$ cat config.mk
export PLATFORM = sky130hd
export DESIGN_NAME = pipe_skid_stage
export DESIGN_NICKNAME = d
export VERILOG_FILES = /design/src/rtl/pipe_skid_stage.sv
export SDC_FILE = /design/constraint.sdc
export NUM_CORES = 1
export LEC_CHECK = 0
export CORE_ASPECT_RATIO = 1.1
export CORE_MARGIN = 3
export CORE_UTILIZATION = 55
export CTS_CLUSTER_DIAMETER = 100
export DETAILED_ROUTE_END_ITERATION = 12
export GPL_ROUTABILITY_DRIVEN = 0
export PLACE_DENSITY = 0.95
export SYNTH_ARGS = -nofsm -noshare
export SYNTH_HDL_FRONTEND = slang
export SYNTH_SLANG_ARGS = --single-unit
$ cat constraint.sdc
create_clock -name Clock -period 4.6 [get_ports Clock]
set_clock_uncertainty 0.2 [all_clocks]
set_input_delay 0.69 -clock Clock [delete_from_list [all_inputs] [get_ports Clock]]
set_output_delay 0.69 -clock Clock [all_outputs]
set_load 0.02 [all_outputs]
$ cat src/rtl/pipe_skid_stage.sv
// rtl/pipe_skid_stage.sv - handshaked pipeline stage register with one-entry skid buffer
// Registered In_Ready, flush-to-bubble and a saturating stall-cycle counter.
module pipe_skid_stage #(
    parameter int                 DATA_W       = 64,
    parameter logic [DATA_W-1:0]  BUBBLE_VALUE = '0,
    parameter int                 CNT_W        = 16
) (
    input  logic              Clock,
    input  logic              Reset,
    input  logic              Flush,
    input  logic              In_Valid,
    output logic              In_Ready,
    input  logic [DATA_W-1:0] In_Data,
    output logic              Out_Valid,
    input  logic              Out_Ready,
    output logic [DATA_W-1:0] Out_Data,
    output logic [1:0]        Occupancy,
    output logic [CNT_W-1:0]  Stall_Count
);

    localparam logic [1:0] S_EMPTY = 2'd0;
    localparam logic [1:0] S_ONE   = 2'd1;
    localparam logic [1:0] S_TWO   = 2'd2;

    logic [1:0]        state, state_nxt;
    logic [DATA_W-1:0] main_q, main_nxt;
    logic [DATA_W-1:0] skid_q, skid_nxt;
    logic              in_ready_q;
    logic [CNT_W-1:0]  stall_q;
    logic              in_xfer;
    logic              out_xfer;

    assign Out_Valid   = (state != S_EMPTY);
    assign In_Ready    = in_ready_q;
    assign Out_Data    = main_q;
    assign Occupancy   = state;
    assign Stall_Count = stall_q;

    assign in_xfer  = In_Valid && in_ready_q;
    assign out_xfer = Out_Valid && Out_Ready;

    // main is returned to the bubble whenever the stage drains, so Out_Data never shows stale data
    always_comb begin
        state_nxt = state;
        main_nxt  = main_q;
        skid_nxt  = skid_q;
        case (state)
            S_EMPTY: begin
                if (in_xfer) begin
                    state_nxt = S_ONE;
                    main_nxt  = In_Data;
                end
            end
            S_ONE: begin
                if (in_xfer && out_xfer) begin
                    main_nxt = In_Data;
                end else if (in_xfer) begin
                    state_nxt = S_TWO;
                    skid_nxt  = In_Data;
                end else if (out_xfer) begin
                    state_nxt = S_EMPTY;
                    main_nxt  = BUBBLE_VALUE;
                end
            end
            S_TWO: begin
                if (out_xfer) begin
                    state_nxt = S_ONE;
                    main_nxt  = skid_q;
                    skid_nxt  = BUBBLE_VALUE;
                end
            end
            default: begin
                state_nxt = S_EMPTY;
                main_nxt  = BUBBLE_VALUE;
                skid_nxt  = BUBBLE_VALUE;
            end
        endcase
    end

    always_ff @(posedge Clock) begin
        if (Reset || Flush) begin
            state      <= S_EMPTY;
            main_q     <= BUBBLE_VALUE;
            skid_q     <= BUBBLE_VALUE;
            in_ready_q <= 1'b1;
        end else begin
            state      <= state_nxt;
            main_q     <= main_nxt;
            skid_q     <= skid_nxt;
            in_ready_q <= (state_nxt != S_TWO);
        end
    end

    // Flush leaves the counter alone; only Reset clears it
    always_ff @(posedge Clock) begin
        if (Reset) begin
            stall_q <= '0;
        end else if (Out_Valid && !Out_Ready && (stall_q != {CNT_W{1'b1}})) begin
            stall_q <= stall_q + CNT_W'(1);
        end
    end

endmodule

==> results.tsv <==
metric	value	unit
maximum VDD drop	226	uV
fin cells	974	
height of the chip	124	um
Area contributors post-synth	dfxtp_1 43%, mux2i_1 9.3%, a22o_1 8.1%	
number of global-route vias before repair	6252	
hold path depth	1	
Initial Util	57.0	%
syn_nets	768	
status	finished, final reports clean	
slowest CP cell	a21oi_4	
antenna violations before repair	0	
Synth top area share	42.5	%
clk_lat worst skew	0.41	ns
CP arrival	3.35	ns
Leak	3.12	nW
Post-CTS Setup Bufs	0	
Yosys reg bits	147	
Post-Syn Instances	698	
Data required, critical path	4.72	ns
DRC violations left	0	
WS Path Type	in2reg	
Port Buf Inserts	152	
RSZ-0062 raised after global routing	no	
CTS Sinks	147	
Core ar.	0.0121	mm^2
max-slew violations	0	
final WL	19000	um
Hold Vio Cnt, Final	0	
I/O pin total	153	
clock buffer depth	2	
placed insts	943	
Critical Path Start Type	input pin	
top_reg_cell synth	dfxtp_1	
most frequent cells in the layout	151 x clkdlybuf4s50_1, 147 x dfxtp_1, 71 x nor2_1	
number of max-cap violations	0	
syn_area_per_cell	9.91	um^2
Synth warnings	0	
DP HPWL	11300	um
FF-to-FF path depth	4	
CP cell instances	clkdlybuf4s50_1 -> or2_4 -> a21oi_4 -> buf_12 -> o2bb2ai_1	
Die X	113	um
final hold slack	0.260	ns
largest area contributor in the netlist	dfxtp_1	
post-synthesis cell type count	50	
Die Area	0.0140	mm^2
H-tree depth	4	
PwrDens	354	mW/mm^2
Tot Pwr	3.16	mW
crit path time final	3.22	ns
Mapped Area	0.00692	mm^2
DR pass1 iterations	7	
mean number of vias per cell	6.37	
CTS clock-pin slew for the worst setup and hold paths	0.06	ns
clock root buffer master	clkbuf_16	
Vias	6203	
largest net degree at the start of global routing	79	
hold buffer count at CTS	0	
Routed WL per cell	19.5	um
Area growth, synth to finish	29.1	%
final worst path period share	70.1	%
# diodes	0	
CP peak stage delay	0.80	ns
FFs w/ async S/R, synth	0	%
worst-path fanout max	54	
floorplan row count	42	
fmax	0.310	GHz
Post-synth EDFFs	0	
fin nets	878	
pin slew with the least headroom to its limit	1.37	ns
GRT Total Usage	26.6	%
CTS tree	done	
Num CTS Buffers	17	
CP endpoint kind	flip-flop	
post-route setup TNS	0	ns
Final Setup Violations	0	
relative max-transition margin	8.36	%
grt ovf	0	
layout cell share with drive strength beyond 1	6.10	%
PostCTS Resize Cnt	0	
Seq/Total Area, Yosys	42.5	%
Iter 0 DRT Violations	610	
first-pass GRT wire length	30600	um
Min-Delay Path Class	reg2reg	
commonest non-fill, non-tap cell in the layout	clkdlybuf4s50_1	
antenna viol nets, final	0	
## cells by family after synthesis
group	share of synthesized area, %
AO/OA/AOI/OAI	26.3
XOR/XNOR	0.127
adder cells (fa/ha/maj)	0.181
buffers and inverters	6.08
flip-flops	42.5
multiplexers	9.42
AND/OR/NAND/NOR	15.3
## cell usage after synthesis, types with 7 or more instances
master     count
a21oi_1       12
a22o_1        64
a22oi_1       64
and2_1        64
buf_2         27
buf_4          7
clkbuf_1      20
dfxtp_1      147
mux2i_1       64
nand3_1        7
nor2_1        71
o2bb2ai_1     64
## final timing paths
kind | from | endpoint | slack, ns
setup / recovery | Reset | Out_Data[38] | 1.38
hold / removal | Out_Data[32] | Out_Data[32] | 0.26
setup reg to reg | Occupancy[1] | Out_Data[38] | 2.06
hold reg to reg | Out_Data[32] | Out_Data[32] | 0.26
## metal layers
layer	vias up	GRT usage [%]	part of all wire (%)
met1	3066	33.0	42
li1	2839	-	-
met5	-	0	0
met3	27	5.73	6.4
met4	0	9.17	1.8
met2	271	46.0	50
## report_power, final
part / internal [mW] / switching, mW / leakage [nW]
clock: 0.935 / 0.514 / 0.290
combinational: 0.187 / 0.201 / 1.64
sequential: 1.30 / 0.0211 / 1.19
total: 2.43 / 0.736 / 3.12
## state kept, by name, summed over array words and instances, names as in the netlist
name / count
Out_Data: 64
skid_q: 64
Stall_Count: 16
Occupancy: 2
In_Ready: 1
## through the flow
step,setup WS (ns),area (um^2),utilization (%)
after floorplan,2.47,6920,-
after global placement,1.11,8310,68.5
after detailed placement,1.01,8310,68.5
after CTS,1.43,8930,73.6
after global routing,1.22,8930,73.6
final,1.38,8930,73.6
## final cells by class
class,count,area (um^2)
inverters,4,15.0
multi-input cells,479,3580
clock buffers,23,468
repair buffers,159,1580
well taps,154,193
fillers,834,3210
flip-flops and latches,147,2940
clock inverters,8,151
## worst max-delay path: cells and delay by family
family / cells / cell delay, ns
compound gates: 2 / 0.95
buf+inv: 2 / 1.05
simple gates: 1 / 0.61
No activity file was read; power rests on OpenSTA's default activity.
